==> config.mk <==
export PLATFORM = sky130hd
export DESIGN_NAME = alu_mc
export DESIGN_NICKNAME = d
export VERILOG_FILES = /design/src/rtl/alu_pkg.sv /design/src/rtl/alu_muldiv_iter.sv /design/src/rtl/alu_mc.sv
export SDC_FILE = /design/constraint.sdc
export NUM_CORES = 1
export LEC_CHECK = 0
export ABC_AREA = 0
export ABC_CLOCK_PERIOD_IN_PS = 7200
export BUFFER_PORTS_ARGS = -buffer_cell sky130_fd_sc_hd__buf_2
export CORE_MARGIN = 5
export CORE_UTILIZATION = 52
export CTS_BUF_LIST = sky130_fd_sc_hd__clkbuf_8
export DETAILED_ROUTE_END_ITERATION = 10
export GPL_ROUTABILITY_DRIVEN = 0
export PLACE_DENSITY = 0.75
export RECOVER_POWER = 25
export SETUP_SLACK_MARGIN = 0.2
export SLEW_MARGIN = 5
export SYNTH_ARGS = -nofsm -noshare
export SYNTH_HDL_FRONTEND = slang
export SYNTH_SLANG_ARGS = --single-unit
==> constraint.sdc <==
create_clock -name clk -period 7.2 [get_ports clk]
set_clock_uncertainty 0.1 [all_clocks]
set_input_delay 0.36 -clock clk [delete_from_list [all_inputs] [get_ports clk]]
set_output_delay 0.36 -clock clk [all_outputs]
set_load 0.005 [all_outputs]
==> src/rtl/alu_pkg.sv <==
// Shared opcodes, FSM state encoding and flag payload for the multi-cycle ALU.
package alu_pkg;

  localparam int unsigned OP_W = 4;

  localparam logic [OP_W-1:0] ALU_ADD  = 4'd0;
  localparam logic [OP_W-1:0] ALU_SUB  = 4'd1;
  localparam logic [OP_W-1:0] ALU_NOT  = 4'd2;
  localparam logic [OP_W-1:0] ALU_AND  = 4'd3;
  localparam logic [OP_W-1:0] ALU_OR   = 4'd4;
  localparam logic [OP_W-1:0] ALU_XOR  = 4'd5;
  localparam logic [OP_W-1:0] ALU_SLT  = 4'd6;
  localparam logic [OP_W-1:0] ALU_EQ   = 4'd7;
  localparam logic [OP_W-1:0] ALU_SLTU = 4'd8;
  localparam logic [OP_W-1:0] ALU_MUL  = 4'd9;
  localparam logic [OP_W-1:0] ALU_DIVU = 4'd10;
  localparam logic [OP_W-1:0] ALU_REMU = 4'd11;

  typedef enum logic [1:0] {
    S_IDLE = 2'd0,
    S_CALC = 2'd1,
    S_DONE = 2'd2
  } state_t;

  typedef struct packed {
    logic zero;
    logic overflow;
    logic carry;
    logic illegal;
  } alu_flags_t;

  function automatic logic is_muldiv(input logic [OP_W-1:0] op);
    return (op == ALU_MUL) || (op == ALU_DIVU) || (op == ALU_REMU);
  endfunction

endpackage

==> src/rtl/alu_muldiv_iter.sv <==
// Iterative shift-add multiplier / restoring divider, one step per cycle.
// The first step is taken on the start edge, so WIDTH steps finish WIDTH-1 edges later.
module alu_muldiv_iter #(
  parameter int unsigned WIDTH = 32
) (
  input  logic             clk,
  input  logic             rst,
  input  logic             start,
  input  logic             is_div,
  input  logic [WIDTH-1:0] a,
  input  logic [WIDTH-1:0] b,
  output logic             done_c,
  output logic [WIDTH-1:0] hi,
  output logic [WIDTH-1:0] lo
);

  localparam int unsigned CNT_W = $clog2(WIDTH + 1);

  logic [WIDTH-1:0] hi_q, lo_q, b_q;
  logic             div_q, active_q;
  logic [CNT_W-1:0] cnt_q;

  logic [WIDTH-1:0] cur_hi, cur_lo, cur_b, nxt_hi, nxt_lo;
  logic             cur_div, step;
  logic [WIDTH:0]   mul_sum, div_shift, div_trial;

  // MUL: {hi,lo} shifts right with the partial sum; DIVU: hi is the remainder, lo the dividend/quotient.
  always_comb begin
    cur_hi    = start ? '0 : hi_q;
    cur_lo    = start ? a : lo_q;
    cur_b     = start ? b : b_q;
    cur_div   = start ? is_div : div_q;
    step      = start || (active_q && (cnt_q != CNT_W'(WIDTH)));
    mul_sum   = {1'b0, cur_hi} + (cur_lo[0] ? {1'b0, cur_b} : '0);
    div_shift = {cur_hi, cur_lo[WIDTH-1]};
    div_trial = div_shift - {1'b0, cur_b};
    if (cur_div) begin
      nxt_hi = div_trial[WIDTH] ? div_shift[WIDTH-1:0] : div_trial[WIDTH-1:0];
      nxt_lo = {cur_lo[WIDTH-2:0], ~div_trial[WIDTH]};
    end else begin
      nxt_hi = mul_sum[WIDTH:1];
      nxt_lo = {mul_sum[0], cur_lo[WIDTH-1:1]};
    end
  end

  assign done_c = active_q && (cnt_q == CNT_W'(WIDTH));
  assign hi     = hi_q;
  assign lo     = lo_q;

  always_ff @(posedge clk or posedge rst) begin
    if (rst) begin
      hi_q     <= '0;
      lo_q     <= '0;
      b_q      <= '0;
      div_q    <= 1'b0;
      active_q <= 1'b0;
      cnt_q    <= '0;
    end else begin
      if (start) begin
        b_q      <= b;
        div_q    <= is_div;
        active_q <= 1'b1;
        cnt_q    <= CNT_W'(1);
      end else if (step) begin
        cnt_q <= cnt_q + CNT_W'(1);
      end else if (done_c) begin
        active_q <= 1'b0;
      end
      if (step) begin
        hi_q <= nxt_hi;
        lo_q <= nxt_lo;
      end
    end
  end

endmodule

==> src/rtl/alu_mc.sv <==
// Multi-cycle ALU: valid/ready in, registered result and flags out; MUL/DIVU/REMU run iteratively.
module alu_mc
  import alu_pkg::*;
#(
  parameter int unsigned WIDTH = 32
) (
  input  logic             clk,
  input  logic             rst,
  input  logic             in_valid,
  output logic             in_ready,
  input  logic [3:0]       in_op,
  input  logic [WIDTH-1:0] in_a,
  input  logic [WIDTH-1:0] in_b,
  output logic             out_valid,
  input  logic             out_ready,
  output logic [WIDTH-1:0] out_res,
  output logic             out_zero,
  output logic             out_overflow,
  output logic             out_carry,
  output logic             out_illegal
);

  localparam int unsigned WP1 = WIDTH + 1;

  state_t           state_q, state_d;
  logic [3:0]       op_q;
  logic [WIDTH-1:0] a_q, b_q;
  alu_flags_t       flags_q, flags_d, s_flags, m_flags;
  logic [WIDTH-1:0] res_d, s_res, m_res;
  logic             valid_d, ready_d;
  logic             accept, start, done_c;
  logic [WIDTH-1:0] md_hi, md_lo;
  logic [WIDTH:0]   add_sum, sub_sum;

  assign accept = (state_q == S_IDLE) && in_valid;
  assign start  = accept && is_muldiv(in_op);

  alu_muldiv_iter #(.WIDTH(WIDTH)) u_muldiv (
    .clk    (clk),
    .rst    (rst),
    .start  (start),
    .is_div (in_op != ALU_MUL),
    .a      (in_a),
    .b      (in_b),
    .done_c (done_c),
    .hi     (md_hi),
    .lo     (md_lo)
  );

  // Single-cycle ops evaluate straight from the request so they retire on the acceptance edge.
  always_comb begin
    add_sum = {1'b0, in_a} + {1'b0, in_b};
    sub_sum = {1'b0, in_a} + {1'b0, ~in_b} + WP1'(1);
    s_res   = '0;
    s_flags = '0;
    case (in_op)
      ALU_ADD: begin
        s_res            = add_sum[WIDTH-1:0];
        s_flags.carry    = add_sum[WIDTH];
        s_flags.overflow = (in_a[WIDTH-1] == in_b[WIDTH-1]) && (add_sum[WIDTH-1] != in_a[WIDTH-1]);
      end
      ALU_SUB: begin
        s_res            = sub_sum[WIDTH-1:0];
        s_flags.carry    = sub_sum[WIDTH];
        s_flags.overflow = (in_a[WIDTH-1] != in_b[WIDTH-1]) && (sub_sum[WIDTH-1] != in_a[WIDTH-1]);
      end
      ALU_NOT:  s_res = ~in_a;
      ALU_AND:  s_res = in_a & in_b;
      ALU_OR:   s_res = in_a | in_b;
      ALU_XOR:  s_res = in_a ^ in_b;
      ALU_SLT:  s_res = WIDTH'($signed(in_a) < $signed(in_b));
      ALU_EQ:   s_res = WIDTH'(in_a == in_b);
      ALU_SLTU: s_res = WIDTH'(in_a < in_b);
      ALU_MUL, ALU_DIVU, ALU_REMU: ;
      default:  s_flags.illegal = 1'b1;
    endcase
    s_flags.zero = (s_res == '0);
  end

  // Iterative results, with the divide-by-zero conventions applied on the latched operands.
  always_comb begin
    m_res   = md_lo;
    m_flags = '0;
    case (op_q)
      ALU_MUL: m_flags.overflow = (md_hi != '0);
      ALU_DIVU: begin
        if (b_q == '0) begin
          m_res            = '1;
          m_flags.overflow = 1'b1;
        end
      end
      ALU_REMU: begin
        m_res = md_hi;
        if (b_q == '0) begin
          m_res            = a_q;
          m_flags.overflow = 1'b1;
        end
      end
      default: ;
    endcase
    m_flags.zero = (m_res == '0);
  end

  always_ff @(posedge clk or posedge rst) begin
    if (rst) state_q <= S_IDLE;
    else     state_q <= state_d;
  end

  always_comb begin
    state_d = state_q;
    case (state_q)
      S_IDLE:  if (in_valid) state_d = is_muldiv(in_op) ? S_CALC : S_DONE;
      S_CALC:  if (done_c) state_d = S_DONE;
      S_DONE:  if (out_ready) state_d = S_IDLE;
      default: state_d = S_IDLE;
    endcase
  end

  // Next values for the output registers; everything holds unless a transition updates it.
  always_comb begin
    res_d   = out_res;
    flags_d = flags_q;
    valid_d = out_valid;
    ready_d = in_ready;
    case (state_q)
      S_IDLE: begin
        if (in_valid) begin
          ready_d = 1'b0;
          if (!is_muldiv(in_op)) begin
            res_d   = s_res;
            flags_d = s_flags;
            valid_d = 1'b1;
          end
        end
      end
      S_CALC: begin
        if (done_c) begin
          res_d   = m_res;
          flags_d = m_flags;
          valid_d = 1'b1;
        end
      end
      S_DONE: begin
        if (out_ready) begin
          valid_d = 1'b0;
          ready_d = 1'b1;
        end
      end
      default: begin
        valid_d = 1'b0;
        ready_d = 1'b1;
      end
    endcase
  end

  always_ff @(posedge clk or posedge rst) begin
    if (rst) begin
      out_res   <= '0;
      flags_q   <= '0;
      out_valid <= 1'b0;
      in_ready  <= 1'b1;
      op_q      <= '0;
      a_q       <= '0;
      b_q       <= '0;
    end else begin
      out_res   <= res_d;
      flags_q   <= flags_d;
      out_valid <= valid_d;
      in_ready  <= ready_d;
      if (accept) begin
        op_q <= in_op;
        a_q  <= in_a;
        b_q  <= in_b;
      end
    end
  end

  assign out_zero     = flags_q.zero;
  assign out_overflow = flags_q.overflow;
  assign out_carry    = flags_q.carry;
  assign out_illegal  = flags_q.illegal;

endmodule
# After elaboration in Yosys (flattened, before gate mapping)
# Cells that the tools add are included.
classes:
  n_lt_le_gt_ge: 2
  bitwise: 7
  n_eq_ne: 29
  addsub: 6
  n_reduce_logical: 25
  div: 0
  mul: 0
  shift: 0
  mux: 42
op_table:
  columns: ["cell", "n"]
  rows:
  - ["$mux 32", 12]
  - ["$pmux 32 s9", 1]
  - ["$pmux 32 s2", 2]
  - ["$logic_not 32->1", 3]
  - ["$add 32x32->33", 2]
  - ["$lt 32x32->1", 2]
  - ["$not 32->32", 2]
  - ["$add 32x33->33", 1]
  - ["$add 33x1->33 const B", 1]
  - ["$sub 33x32->33", 1]
  - ["$and 32x32->32", 1]
  - ["$eq 32x32->1", 1]
  - ["$or 32x32->32", 1]
  - ["$reduce_bool 32->1", 1]
  - ["$xor 32x32->32", 1]
  - ["$eq 4x4->1 const B", 7]
  - ["$eq 4x3->1 const B", 4]
  - ["$mux 1", 12]
  - ["$mux 4", 3]
  - ["$mux 6", 2]
  - ["$reduce_or 12->1", 1]
  - ["$eq 4x2->1 const B", 2]
  - ["$mux 2", 4]
  - ["$ne 2x2->1 const B", 4]
  - ["other kinds (25)", 40]
totals:
  elab_cells: 128
  latch_bits: 0
  mem_count: 0
  output_inout_bits: 38
  romBits: 0
  ramBits: 0
  regBits: 212
  inputBits: 72

# Longest topological paths before layout
# Gate-level depths: netlist of the first run.
logic_depth:
  word_depth: 9
  mapped_depth: 24
  mapped_depth_nobuf: 21

# Cells and area by module
# A second synthesis of the first run with hierarchy kept.
hier_totals:
  cells_unflattened: 2475
  hier_area_um2: 20260.7
by_module_without_submodules:
  columns: ["mod", "seq_area_each_um2", "area_per_inst_um2", "cells_per_inst", "n_inst"]
  rows:
  - ["alu_mc", 2703.8, 11165.7, 1398, 1]
  - ["alu_muldiv_iter", 2602.5, 9095.0, 1077, 1]

# Worst setup path before layout of the first run
# Ideal clock, no wire load.
synth_timing:
  path_type: "input -> register"
  start: "input port in_op[2]"
  end: "register u_muldiv.hi_q[31] (netlist: u_muldiv.hi[31])"
  cell_stages: 22
  path_buffers: 5
  arrival_ns: 5.715
  required_time_ns: 6.996
  setup_ns: 0.104
  path_slack_ns: 1.281
  path_cell_list: "clkbuf_1 -> nand2b_1 -> nor4_1 -> and2_1 -> clkbuf_1 -> buf_1 -> buf_1 -> mux2i_1 -> ha_1 -> clkbuf_1 -> and3_1 -> a211o_1 -> and3_1 -> o311ai_1 -> o2111ai_1 -> a2111oi_1 -> o21bai_1 -> a21oi_1 -> nor2_1 -> o41ai_2 -> xor2_1 -> a221oi_1"
synth_via:
  elab_chain_len: 8
  elab_cells_between_ends: 17
  classes_between: "add/sub (2); eq/ne (4); mux (7); reduce/logical (4)"
synth_lines:
  columns: ["item", "line", "text"]
  rows:
  - ["from (decl)", "alu_mc.sv:11", "input logic [3:0] in_op,"]
  - ["$eq 4x4->1", "alu_pkg.sv:33", "return (op == ALU_MUL) || (op == ALU_DIVU) || (op == ALU_REMU);"]
  - ["$logic_or 1x1->1 (2 in a row)", "alu_pkg.sv:33", null]
  - ["$logic_and 1x1->1", "alu_mc.sv:36", "assign start = accept && is_muldiv(in_op);"]
  - ["$mux 32 (on tied branches)", null, null]
  - ["$mux 32 or $sub 33x32->33 (tied branches)", "alu_muldiv_iter.sv:34, alu_muldiv_iter.sv:36", null]
  - ["$add 32x33->33 or $mux 32 (tied branches)", "alu_muldiv_iter.sv:34, alu_muldiv_iter.sv:38", null]
  - ["$mux 32", "alu_muldiv_iter.sv:37", "if (cur_div) begin"]
  - ["to (signal assigned)", "alu_muldiv_iter.sv:70", "hi_q <= nxt_hi;"]
  - ["to (decl)", "alu_muldiv_iter.sv:19", "logic [WIDTH-1:0] hi_q, lo_q, b_q;"]
# Several ways; a longest one is shown, not always the timed one.
# A chain may end at the register's enable or synchronous reset.

# Worst setup path after layout of the first run
layout_timing:
  start: "register state_q[1]"
  end: "register u_muldiv.hi_q[1] (netlist: u_muldiv.hi[1])"
layout_via:
  elab_chain_len: 7
  elab_cells_between_ends: 13
  classes_between: "add/sub (2); mux (7); reduce/logical (4)"
layout_lines:
  columns: ["item", "line", "text"]
  rows:
  - ["from (decl)", "alu_mc.sv:25", "state_t state_q, state_d;"]
  - ["from (signal assigned)", "alu_mc.sv:106", "else state_q <= state_d;"]
  - ["$logic_not 2->1 (*)", "alu_mc.sv:35", "assign accept = (state_q == S_IDLE) && in_valid;"]
  - ["$logic_and 1x1->1 (*)", "alu_mc.sv:35", null]
  - ["$logic_and 1x1->1 (*)", "alu_mc.sv:36", null]
  - ["$mux 32 (on tied branches)", null, null]
  - ["$mux 32 or $sub 33x32->33 (tied branches)", "alu_muldiv_iter.sv:34, alu_muldiv_iter.sv:36", null]
  - ["$add 32x33->33 or $mux 32 (tied branches)", "alu_muldiv_iter.sv:34, alu_muldiv_iter.sv:38", null]
  - ["$mux 32", "alu_muldiv_iter.sv:37", null]
# Every way passes the cells marked *; elsewhere a longest branch is shown, timed or not.

==> results_dict.tcl, run 1 <==
set metrics [dict create \
    status "finished, violations left" \
    violations "max-capacitance violations, max-slew violations" \
    post-cts-setup-buffer-count 0 \
    path_cells "nor4_1 > and2_4 > mux2i_1 > ha_1 > inv_1 > fa_1 > a211oi_1 > o21ai_0 > a31oi_1 > o21a_1 > a211oi_1 > o211ai_1 > and2_1 > xnor2_2 > buf_4 > mux2_2 > a21oi_1 > a21oi_1" \
    slew_headroom_pct -251 \
    nNetsFinal 2680 \
    synth_top_area_share_pct 27.2 \
    power_density_nw_per_um2 456 \
    seq_area_frac_synth_pct 27.4 \
    ant_nets 0 \
    die_h_um 203 \
    setup-tns-final_ps 0 \
    ys_types 91 \
    first_iter_violations 2153 \
    drt_wl_total_um 66800 \
    n_antenna_cell 0 \
    grt_use_total_pct 31.3 \
    die_area_sq_um 41200 \
    synth_flop_cell "dfrtp_1" \
    vias 19600 \
    n_fill_cell 3227 \
    tightest_slew_ps 5270 \
    wl_per_cell_um 22.7 \
    coreArea_sq_um 36700 \
    fin_ws_ps 1110 \
    cts.sinks 212 \
    fin_crit_sh_pct 84.6 \
    synth_area_leaders "dfrtp_1, ha_1, mux2_2" \
    synthesis.nets 2634 \
    crit_start "state_q[1]" \
    hold_violations 0 \
    syn2layout_area_growth_pct 8.86 \
    worstSetupStartpointType "flip-flop" \
    final_max_slew_viol_count 168 \
    detailedPlace.worstSlack_ps 956 \
    numCtsBuffers 38 \
    cts_hold_buf 2 \
    leakage_nw 9.38 \
    vdd_drop_max_uv 284 \
    max_freq_mhz 164 \
    slowest_stage "and2_4" \
    insertion_delay_ps 580 \
    finalCriticalPeriod_ps 6090 \
    grt_overflow 0 \
    p_total_mw 9.62 \
    drv_cap 2 \
    std_cell_rows 70 \
    cp_max_fo 41 \
    ys_warn_count 0 \
    clk_pin_slew_ps 80 \
    antenna_found_initial 3 \
    layout_commonest_cell "nor2_1" \
    syn_avg_cell_area_sq_um 8.09 \
    worstHoldStart "in_b[27]" \
    firstDrtPassIters 8 \
    synth_top_area_cell "dfrtp_1" \
    cp-end-kind "flip-flop" \
    dp_hpwl_um 48900 \
    cp.required_ps 7500 \
    initial_core_util_pct 52.8 \
    cts_resized 0 \
    cts-root-buf "clkbuf_8" \
    clock_path_buffers 3 \
    htree_levels 2 \
    path_class "flip-flop to flip-flop" \
    drc 0 \
    ys_seq_elements 212 \
    final_cell_mix "nor2_1, nand2_1, dfrtp_1, a21oi_1, ha_1" \
    grt_setup_unrepaired "no" \
    syn-cell-area_sq_um 19400 \
    cts_tree "yes" \
    port_buffers 109 \
    async_flop_share_pct 100 \
    vias_per_cell 6.66 \
    die_w_um 203 \
    grt_max_degree 136 \
    synthCells 2396 \
    boundaryPins 110 \
    setup_viol 0 \
    critPathMaxStageDelay_ps 600 \
    multi_input_area_sq_um 13100 \
    worstHoldPathType "input port to flip-flop" \
    grt_pass1_vias 18900 \
    grt_pass1_wl_um 104000 \
    crit_arrival_ps 6390 \
    r2r-start "state_q[1]" \
    seq_area_sq_um 5310 \
    synth-edff-count 0 \
    drive_gt1_share_pct 12.6 \
]
-- cells by family (layout without fill, tap and decap cells) --
logic type | after synthesis | count (layout) | synth area share [%]
buffers and inverters | 284 | 358 | 5.58
flip-flops | 212 | 212 | 27.4
AO/OA/AOI/OAI | 720 | 720 | 24.8
AND/OR/NAND/NOR | 766 | 766 | 18.4
adder cells (fa/ha/maj) | 166 | 166 | 10.9
XOR/XNOR | 60 | 60 | 2.71
multiplexers | 188 | 188 | 10.3
-- critical path, delay by kind of cell (launching register included) --
kind	cells	cell delay, ps
multiplexers	2	770
adder cells (fa/ha/maj)	2	710
XOR/XNOR	1	120
AO/OA/AOI/OAI	8	1720
flip-flops	1	440
buffers and inverters	2	570
AND/OR/NAND/NOR	3	1420
-- flip-flops by register name, indices dropped and copies added (netlist names), 2 cells and up --
name and cells:
a_q 32, b_q 32, op_q 4, out_res 32, state_q 2, u_muldiv.b_q 32, u_muldiv.cnt_q 6, u_muldiv.hi 32
u_muldiv.lo 32
-- final cells by class --
| cell class | instances | share of cell area (%) |
|---|---|---|
| sequential | 212 | 25.1 |
| inverter | 152 | 2.70 |
| tap | 468 | 2.78 |
| timing repair buffer | 138 | 3.53 |
| clock inverter | 17 | 0.504 |
| multi-input combinational | 1900 | 62.0 |
| clock buffer | 51 | 3.33 |
-- Yosys cell counts (all sizes together), types with 23 or more instances --
library cell,n
a211oi,25
a21o,55
a21oi,198
a221oi,28
a31oi,24
and2,34
buf,25
clkbuf,107
dfrtp,211
ha,162
inv,152
mux2,93
mux2i,95
nand2,220
nand2b,26
nand3,30
nor2,262
nor2b,24
nor3,41
nor4,37
o21ai,139
o22ai,39
xnor2,37
xor2,23
-- stage by stage --
step | utilization, % | hold WS, ps | instance area, sq um | instances
after global routing | 57.5 | 39.5 | 21100 | 2938
after global placement | 55.3 | 352 | 20300 | 2868
after detailed placement | 55.3 | 361 | 20300 | 2868
after floorplan | - | 346 | 19400 | 2396
final | 57.5 | 43.1 | 21100 | 2938
after CTS | 57.6 | 23.1 | 21100 | 2938
-- power breakdown --
group | internal (mW) | switching [mW] | total, mW
logic | 2.54 | 3.65 | 6.18
registers | 1.78 | 0.452 | 2.23
clock network | 0.670 | 0.538 | 1.21
total | 4.98 | 4.64 | 9.62
-- final timing paths --
kind,to,slack [ps],cells past startpoint
min reg2reg,out_res[19],370,2
max,u_muldiv.hi[1],1110,18
min in group asynchronous,b_q[0],2200,3
min,b_q[27],40,2
max reg2reg,u_muldiv.hi[1],1110,18
max in group asynchronous,b_q[30],1690,3
-- metal layers --
layer	GRT usage, %	vias up	wire, um
met3	5.65	247	7240
met2	48.8	1184	29400
met5	0	-	0
met4	16.8	0	4170
li1	-	8816	-
met1	41.5	9315	26100
(Power assumes the default switching activity.)
==> inputs of run 2 (changes only) <==
ABC_CLOCK_PERIOD_IN_PS = 6050   (was 7200)
clock period = 6.05 ns   (was 7.2 ns; I/O delays follow)
==> results_dict.tcl, run 2 (synthesis results as in run 1) <==
set metrics [dict create \
    violations "max-capacitance violations, max-slew violations" \
    clk_pin_slew_ps 60 \
    dp_hpwl_um 49700 \
    vdd_drop_max_uv 432 \
    wl_per_cell_um 22.8 \
    finalCriticalPeriod_ps 5610 \
    final_cell_mix "nor2_1, nand2_1, dfrtp_1, a21oi_1" \
    fin_area_sq_um 21500 \
    die_area_sq_um 41200 \
    placed_cell_area_sq_um 20400 \
    nNetsFinal 2732 \
    final_max_slew_viol_count 49 \
    vias 19900 \
    drv_cap 1 \
    cts_tree "yes" \
    clock_path_buffers 3 \
    layout_commonest_cell "nor2_1" \
    sequentialPowerShare_pct 23.1 \
    crit_arrival_ps 5970 \
    boundaryPins 110 \
    status "finished, violations left" \
    fin_crit_sh_pct 92.8 \
    die_w_um 203 \
    antenna_found_initial 4 \
    worstHoldPathType "input port to flip-flop" \
    syn2layout_area_growth_pct 11.0 \
    drc 0 \
    cts-root-buf "clkbuf_8" \
    hold_violations 0 \
    grt_use_total_pct 31.7 \
    first_iter_violations 2054 \
    setup-tns-final_ps 0 \
    grt_pass1_vias 19000 \
    post-cts-setup-buffer-count 0 \
    n_fill_cell 3212 \
    grt_pass1_wl_um 105000 \
    leakage_nw 9.56 \
    insertion_delay_ps 590 \
    std_cell_rows 70 \
    htree_levels 2 \
    ant_nets 0 \
    swShare_pct 48.4 \
    grt_overflow 0 \
    pwr-share-comb_pct 65.0 \
    path_class "flip-flop to flip-flop" \
    final_core_util_pct 58.6 \
    worstSetupStartpointType "flip-flop" \
    slew_headroom_pct -83.8 \
    cp.required_ps 6410 \
    vias_per_cell 6.66 \
    max_freq_mhz 178 \
    coreArea_sq_um 36700 \
    cp-end-kind "flip-flop" \
    tightest_slew_ps 2760 \
    initial_core_util_pct 52.8 \
    grt_max_degree 72 \
    port_buffers 109 \
    grt_setup_unrepaired "no" \
    power_density_nw_per_um2 535 \
    firstDrtPassIters 8 \
    cts.sinks 212 \
    p_sw_mw 5.57 \
    setup_viol 0 \
    drive_gt1_share_pct 12.2 \
    numCtsBuffers 39 \
    cp_max_fo 16 \
    clkPwrFrac_pct 11.9 \
    p_int_mw 5.94 \
    drt_wl_total_um 68100 \
    die_h_um 203 \
]
==> run 2: per-stage QoR <==
stage	setup slack [ps]	power [mW]	hold slack (ps)	instances
after detailed placement	405	9.88	331	2882
after CTS	560	11.3	1.60	2984
after global placement	555	9.68	329	2882
final	438	11.5	22.4	2987
after floorplan	326	7.97	289	2396
after global routing	142	12.3	20.4	2985
==> run 2: what timing repair did <==
| action | in CTS | in global routing |
|---|---|---|
| hold buffers | 39 | 0 |
| hold endpoints to repair | 63 | 0 |
| resized for setup | 0 | 1 |
| endpoints found under the setup margin | 0 | 2 |
==> run 2: worst max-delay path: stages (launching register included) <==
cell       delay (ps)
dfrtp_1           430
nor4_1            480
and2_4            380
buf_4             320
mux2i_1           350
ha_1              370
and3_1            220
a211o_1           300
and3_1            210
o311ai_1          290
o2111ai_1         250
a2111oi_1         600
o21bai_1          150
a21oi_1           240
nor2_1            110
o41ai_2           310
xor2_1            110
a221oi_1          260
==> run 2: final timing paths <==
path	startpoint	endpoint	slack, ps	depth (start not counted)
setup / recovery	state_q[1]	u_muldiv.hi[31]	440	17
hold / removal	in_b[2]	b_q[2]	20	2
setup reg to reg	state_q[1]	u_muldiv.hi[31]	440	17
hold reg to reg	out_res[7]	out_res[7]	360	2
max in group asynchronous	rst	b_q[25]	2210	4
min in group asynchronous	rst	b_q[0]	470	3
==> run 2: power by group through the flow <==
| stage | registers (mW) | clock network (mW) | logic [mW] |
|---|---|---|---|
| floorplan | 2.45 | 0 | 5.52 |
| global placement | 2.61 | 0 | 7.07 |
| detailed placement | 2.64 | 0 | 7.23 |
| CTS | 2.62 | 1.39 | 7.31 |
| global route | 2.72 | 1.44 | 8.17 |
| finish | 2.65 | 1.37 | 7.49 |
==> run 2: final cells by class <==
type	count	area [sq um]	share of cell area, %
Multi-Input combinational cell	1900	13100	60.8
Sequential cell	212	5310	24.7
Timing Repair Buffer	189	1220	5.67
Clock buffer	43	592	2.75
Tap cell	468	586	2.72
Inverter	152	572	2.66
Clock inverter	20	151	0.704
Antenna cell	3	7.51	0.0349
==> run 2: routing by layer <==
layer  wire, um  GRT usage, %  vias to the layer above
li1           -             -                     8906
met1      26100          41.6                     9424
met2      29900          49.5                     1280
met3       8120          6.72                      277
met4       3990          16.4                        2
met5          9             0                        -
